## config.mk

```make
export PLATFORM = sky130hd
export DESIGN_NAME = sr_latch_driver
export DESIGN_NICKNAME = d
export VERILOG_FILES = /design/src/rtl/sr_latch_driver.sv
export SDC_FILE = /design/constraint.sdc
export NUM_CORES = 1
export LEC_CHECK = 0
export ABC_CLOCK_PERIOD_IN_PS = 4000
export CORE_MARGIN = 2
export CORE_UTILIZATION = 49
export DETAILED_ROUTE_END_ITERATION = 6
export PLACE_DENSITY = 0.73
export SLEW_MARGIN = 20
export SYNTH_ARGS = -nofsm -noshare
export SYNTH_HDL_FRONTEND = slang
export SYNTH_SLANG_ARGS = --single-unit
```

## constraint.sdc

```tcl
create_clock -name clock -period 4 [get_ports clock]
set_input_delay 0.6 -clock clock [delete_from_list [all_inputs] [get_ports clock]]
set_output_delay 0.6 -clock clock [all_outputs]
set_load 0.005 [all_outputs]
```

## src/rtl/sr_latch_driver.sv

```systemverilog
// Command sequencer driving an SR latch's S/R inputs and reading back Q/Qbar.
// Ports: cmd valid/ready/op in, rsp valid/ready/q/err out, S/R out, Q/Qbar in.
module sr_latch_driver #(
  parameter int PULSE_CYCLES  = 2,
  parameter int SETTLE_CYCLES = 2,
  parameter int CNT_WIDTH     = 4
) (
  input  logic       clock,
  input  logic       reset,
  input  logic       cmd_valid,
  output logic       cmd_ready,
  input  logic [1:0] cmd_op,
  output logic       rsp_valid,
  input  logic       rsp_ready,
  output logic       rsp_q,
  output logic       rsp_err,
  output logic       S,
  output logic       R,
  input  logic       Q,
  input  logic       Qbar
);

  typedef enum logic [2:0] {
    IDLE,
    PULSE,
    SETTLE,
    CHECK,
    RESP
  } state_t;

  localparam logic [CNT_WIDTH-1:0] PULSE_LD  =
    CNT_WIDTH'(PULSE_CYCLES - 1);
  localparam logic [CNT_WIDTH-1:0] SETTLE_LD =
    CNT_WIDTH'(SETTLE_CYCLES - 1);

  state_t               state_q;
  logic [CNT_WIDTH-1:0] cnt_q;
  logic [1:0]           q_sync_q;
  logic [1:0]           qb_sync_q;
  logic                 exp_q;
  logic                 smp_q;
  logic                 s_q;
  logic                 r_q;
  logic                 rdy_q;
  logic                 vld_q;
  logic                 rq_q;
  logic                 err_q;
  logic                 q_s;
  logic                 qb_s;
  logic                 chk_err;

  assign q_s  = q_sync_q[1];
  assign qb_s = qb_sync_q[1];

  // Sample only checks complementarity; other ops also check the target.
  assign chk_err = (q_s == qb_s) | (~smp_q & (q_s != exp_q));

  assign S         = s_q;
  assign R         = r_q;
  assign cmd_ready = rdy_q;
  assign rsp_valid = vld_q;
  assign rsp_q     = rq_q;
  assign rsp_err   = err_q;

  always_ff @(posedge clock or posedge reset) begin
    if (reset) begin
      state_q   <= IDLE;
      cnt_q     <= '0;
      q_sync_q  <= '0;
      qb_sync_q <= '0;
      exp_q     <= 1'b0;
      smp_q     <= 1'b0;
      s_q       <= 1'b0;
      r_q       <= 1'b0;
      rdy_q     <= 1'b1;
      vld_q     <= 1'b0;
      rq_q      <= 1'b0;
      err_q     <= 1'b0;
    end else begin
      q_sync_q  <= {q_sync_q[0], Q};
      qb_sync_q <= {qb_sync_q[0], Qbar};
      unique case (state_q)
        IDLE: begin
          if (cmd_valid && rdy_q) begin
            rdy_q <= 1'b0;
            smp_q <= (cmd_op == 2'b00);
            cnt_q <= PULSE_LD;
            unique case (cmd_op)
              2'b00: begin
                state_q <= CHECK;
              end
              2'b01: begin
                exp_q   <= 1'b1;
                s_q     <= 1'b1;
                state_q <= PULSE;
              end
              2'b10: begin
                exp_q   <= 1'b0;
                r_q     <= 1'b1;
                state_q <= PULSE;
              end
              default: begin
                // Toggle drives toward the complement of the current Q.
                exp_q   <= ~q_s;
                s_q     <= ~q_s;
                r_q     <= q_s;
                state_q <= PULSE;
              end
            endcase
          end
        end
        PULSE: begin
          if (cnt_q == '0) begin
            s_q     <= 1'b0;
            r_q     <= 1'b0;
            cnt_q   <= SETTLE_LD;
            state_q <= SETTLE;
          end else begin
            cnt_q <= cnt_q - 1'b1;
          end
        end
        SETTLE: begin
          if (cnt_q == '0) begin
            state_q <= CHECK;
          end else begin
            cnt_q <= cnt_q - 1'b1;
          end
        end
        CHECK: begin
          rq_q    <= q_s;
          err_q   <= chk_err;
          vld_q   <= 1'b1;
          state_q <= RESP;
        end
        RESP: begin
          if (rsp_ready) begin
            vld_q   <= 1'b0;
            rdy_q   <= 1'b1;
            state_q <= IDLE;
          end
        end
        default: begin
          state_q <= IDLE;
        end
      endcase
    end
  end

endmodule

```

; ---- Yosys cells after proc, flatten, opt, wreduce, memory -nomap -nowiden
; Cells that the tools add are included.
[classes]
bitwise_logic = 5
add_sub_neg = 1
shifts = 0
n_div = 0
reduce_logical = 18
n_eq_ne = 15
n_mux = 23
mul = 0
order_cmp = 0
[ops]
columns = op, count
row1 = 3-bit one-hot mux with 5 select lines, 1
row2 = "2-bit != test, second input constant", 7
row3 = 3-bit 2-to-1 mux, 4
row4 = 4-bit 2-to-1 mux, 3
row5 = 1-bit one-hot mux with 2 select lines, 6
row6 = 4-bit one-hot mux with 3 select lines, 1
row7 = 4-bit AND reduction, 3
row8 = 3-bit AND reduction, 3
row9 = "3-bit by 2-bit equality test with 1-bit output, second input constant", 2
row10 = 1-bit 2-to-1 mux, 6
row11 = 2-bit nonzero test, 3
row12 = 4-bit logical NOT, 1
row13 = 2-bit AND reduction, 2
row14 = 2-bit OR reduction, 2
row15 = "4-bit by 1-bit subtractor with 4-bit output, second input constant", 1
row16 = "3-bit by 1-bit equality test with 1-bit output, second input constant", 1
row17 = "3-bit equality test, second input constant", 1
row18 = 3-bit logical NOT, 1
row19 = 1-bit inverter, 3
row20 = 1-bit one-hot mux with 3 select lines, 1
row21 = 3-bit nonzero test, 1
row22 = "2-bit by 1-bit equality test with 1-bit output, second input constant", 1
row23 = "2-bit equality test, second input constant", 1
row24 = 2-bit logical NOT, 1
row25 = 6 further kinds, 6
[word_totals]
latchBits = 0
memories = 0
out_inout_bits = 6
in_bits = 8
reg_bits = 19
mem_bits_rw = 0
word_cells = 74
mem_bits_ro = 0

; ---- Depth between registers and ports, before layout
[logic_depth]
ltp_word = 5
depth_mapped = 5
ltp_nobuf = 5

; ---- Worst setup path before layout
; OpenSTA, ideal clock, no wires.
[synth_timing]
path_kind = in2reg
from = input port cmd_op[0]
to = register exp_q
slack_ps = 2247
path_stages = 5
setup_ps = 125
n_path_buf = 0
t_arrival_ps = 1628
path_cell_list = inv_1 ha_1 or3_4 nor3_2 mux2_2
[synth_between]
elab_chain_cells = 3
word_cells_on_any_way = 6
classes_between = eq/ne: 2 / mux: 1 / bitwise: 1 / reduce/logical: 2
[synth_lines]
columns = item, line_no
row1 = from (decl), 12  ; input logic [1:0] cmd_op,
row2 = "parallel branches: the longest is 3 deep, another holds 1-bit one-hot mux with 3 select lines", -
row3 = to (signal assigned), 104  ; exp_q <= ~q_s;
row4 = to (decl), 40  ; logic exp_q;
; Parallel ways; which one is timed is not known.
; A chain may end at the register's enable or synchronous reset.

; ---- Worst setup path after layout
; Ends and elaborated chain as after synthesis.

==> results.cfg <==
[finish]
areaGrowthSynthToFinish_pct = 15.3
multi_input_area_sq_um = 527
fin_nets = 125
num_antenna_cells = 0
fill_cells = 162
layout-drive-gt1-share = 0.162
seq_area_sq_um = 477

[clock_network]
cts-root-buf = clkbuf_4
cts_tree = done
cts_hold_buf = 0
clockBufferDepth = 2
cts_setup_buffers = 0
htreeDepth = 1
clkLatencyLatePin_ns = 0.29
ctsResizeCount = 0
clkTransAtPathRegs_ns = 0.11
numClockSinks = 19
cts_buffers = 3

[timing]
fin_crit_sh = 0.506
fmax_mhz = 494
fin_hold_ws_ns = 0.359
clock_skew_ns = 0.00290
rsz0062_at_grt = no
fin_crit_ns = 2.02
setup_viol = 0
max_slew.worst_pin.slew_ns = 0.701
relSlewSlack = 0.532
drv_slew = 0
final.setup.tns_ns = 0
hold_viol_final = 0

[critical_path]
slowest_delay_ns = 0.48
worstPathArrival_ns = 2.22
endpoint = exp_q
startpoint_type = primary input
reg2reg_from = cnt_q[0]
critical-path-top-delay-family = buffers and inverters
r2r_end = cnt_q[2]
end_kind = flip-flop
path_depth = 6
startpoint = cmd_op[0]
rrSetupSlack_ns = 2.36
cp_cell_sequence = clkdlybuf4s50_1, inv_1, ha_1, or3_4, nor3_2, mux2_2
crit_buf_inv = 2
crit_path_max_fanout = 3
slowest_stage = clkdlybuf4s50_1
critical_path_class = in2reg
required_ns = 4.19
ff2ff_path_depth = 5

[power]
p_leak_nw = 0.508
powerDensity_nw_per_um2 = 652
irDropWorstVdd_v = 0.000316
finalPower_mw = 0.798

[global_routing]
grt_usage = 0.171
grt_max_degree = 20
grt_overflow_total = 0
grt_pass1_vias = 762
antenna_found_initial = 0
grt_pass1_wl_um = 3290

[routing]
wirelength_um = 1800
drtPass1Iterations = 4
initialDrtViolationCount = 21
dr_total_vias = 793
drc_errors = 0
wl_per_cell_um = 13.0
vias_per_cell = 5.75
final_antenna_net_count = 0

[placed_design]
hpwl_um = 1330
portBuffers = 13
gp_congestion = 0.855

[status]
status = finished clean

[floorplan]
dieWidth_um = 50.5
start_util = 0.530
ios = 14
die_height_um = 50.5
core_sq_um = 2000
rows = 16
die-area_sq_um = 2550

[logic_synthesis]
synth_seq_cells = 19
syn_nets = 111
ys.flop_type = dfrtp_1
postSynthAreaPerCell_sq_um = 10.8
synth_cell_types = 42
synth_edf_count = 0
syn_inst = 98
yosys_warnings = 0
netlist_area_sq_um = 1060
synthArstFlopShare = 1.00
ys_seq_area_frac = 0.449

[flow_run]
cap_viol_max_count = 0

[hold_path]
hp-class = reg2reg
==> layout by cell type (no fill, tap or decap), drive strengths merged, types with 3 or more instances in the layout <==
master / count
dfrtp: 18
clkdlybuf4s50: 13
inv: 7
a21oi: 6
nand2: 6
ha: 5
mux2: 4
nor2: 4
nor3: 4
nor4: 4
o21ai: 3
a31oi: 3
clkbuf: 3
==> layer usage <==
metal	track usage	wire, um	up-vias
met1	0.244	902	371
met2	0.259	776	29
met3	0.0387	104	2
li1	-	-	391
met5	0	0	-
met4	0.0541	15	0
==> cell families after synthesis <==
logic type               Yosys count  synth area share
multiplexers                       6            0.0613
XOR/XNOR                           3            0.0248
buffers and inverters             11            0.0542
flip-flops                        19             0.449
AO/OA/AOI/OAI                     22             0.144
AND/OR/NAND/NOR                   32             0.208
adder cells (fa/ha/maj)            5            0.0590
==> power by group <==
part	switching [mW]	leakage, nW	total, mW	internal (mW)
Clock	0.0597	0.0139	0.0977	0.0380
Combinational	0.155	0.262	0.351	0.196
Sequential	0.0879	0.232	0.349	0.261
==> worst min-delay path by stage <==
stage	endpoint	cells past startpoint	startpoint
after floorplan	q_sync_q[1]	0	q_sync_q[0]
after global placement	q_sync_q[1]	0	q_sync_q[0]
after detailed placement	qb_sync_q[1]	0	qb_sync_q[0]
after CTS	qb_sync_q[1]	0	qb_sync_q[0]
after global routing	qb_sync_q[1]	0	qb_sync_q[0]
final	qb_sync_q[1]	0	qb_sync_q[0]
==> metrics by stage <==
step           std cells  utilization  worst slack [ns]  area, sq um
2_1_floorplan         98            -              2.25         1060
3_3_place_gp         134        0.596              1.71         1190
3_5_place_dp         134        0.596              1.66         1190
4_1_cts              138        0.611              1.97         1220
5_1_grt              138        0.611              1.91         1220
6_report             138        0.611              1.98         1220
==> Yosys cell counts (2+ instances only) <==
master	instances	area share
nand3_1	2	0.0094
xnor2_1	2	0.017
nand2_1	6	0.021
mux2i_1	2	0.019
nor3_1	3	0.014
nor2_1	4	0.014
buf_6	2	0.021
inv_1	7	0.025
nor4_2	2	0.024
nor4_1	2	0.012
o21ai_0	3	0.014
o31ai_1	2	0.014
dfrtp_1	18	0.42
a31oi_1	3	0.018
ha_1	5	0.059
a21oi_1	6	0.028
mux2_2	4	0.042
==> flip-flops by register name, indices dropped and copies added, names as in the netlist <==
name       count
rsp_q          1
q_sync_q       2
smp_q          1
cmd_ready      1
qb_sync_q      2
rsp_valid      1
R              1
S              1
rsp_err        1
state_q        3
cnt_q          4
exp_q          1
==> layout make-up <==
cell class | count | share of cell area
Tap cell | 27 | 0.0276
Timing Repair Buffer | 13 | 0.106
Clock buffer | 3 | 0.0184
Clock inverter | 1 | 0.00613
Inverter | 7 | 0.0215
Multi-Input combinational cell | 68 | 0.430
Sequential cell | 19 | 0.390
Note: power is estimated with default switching activity, not from simulation.
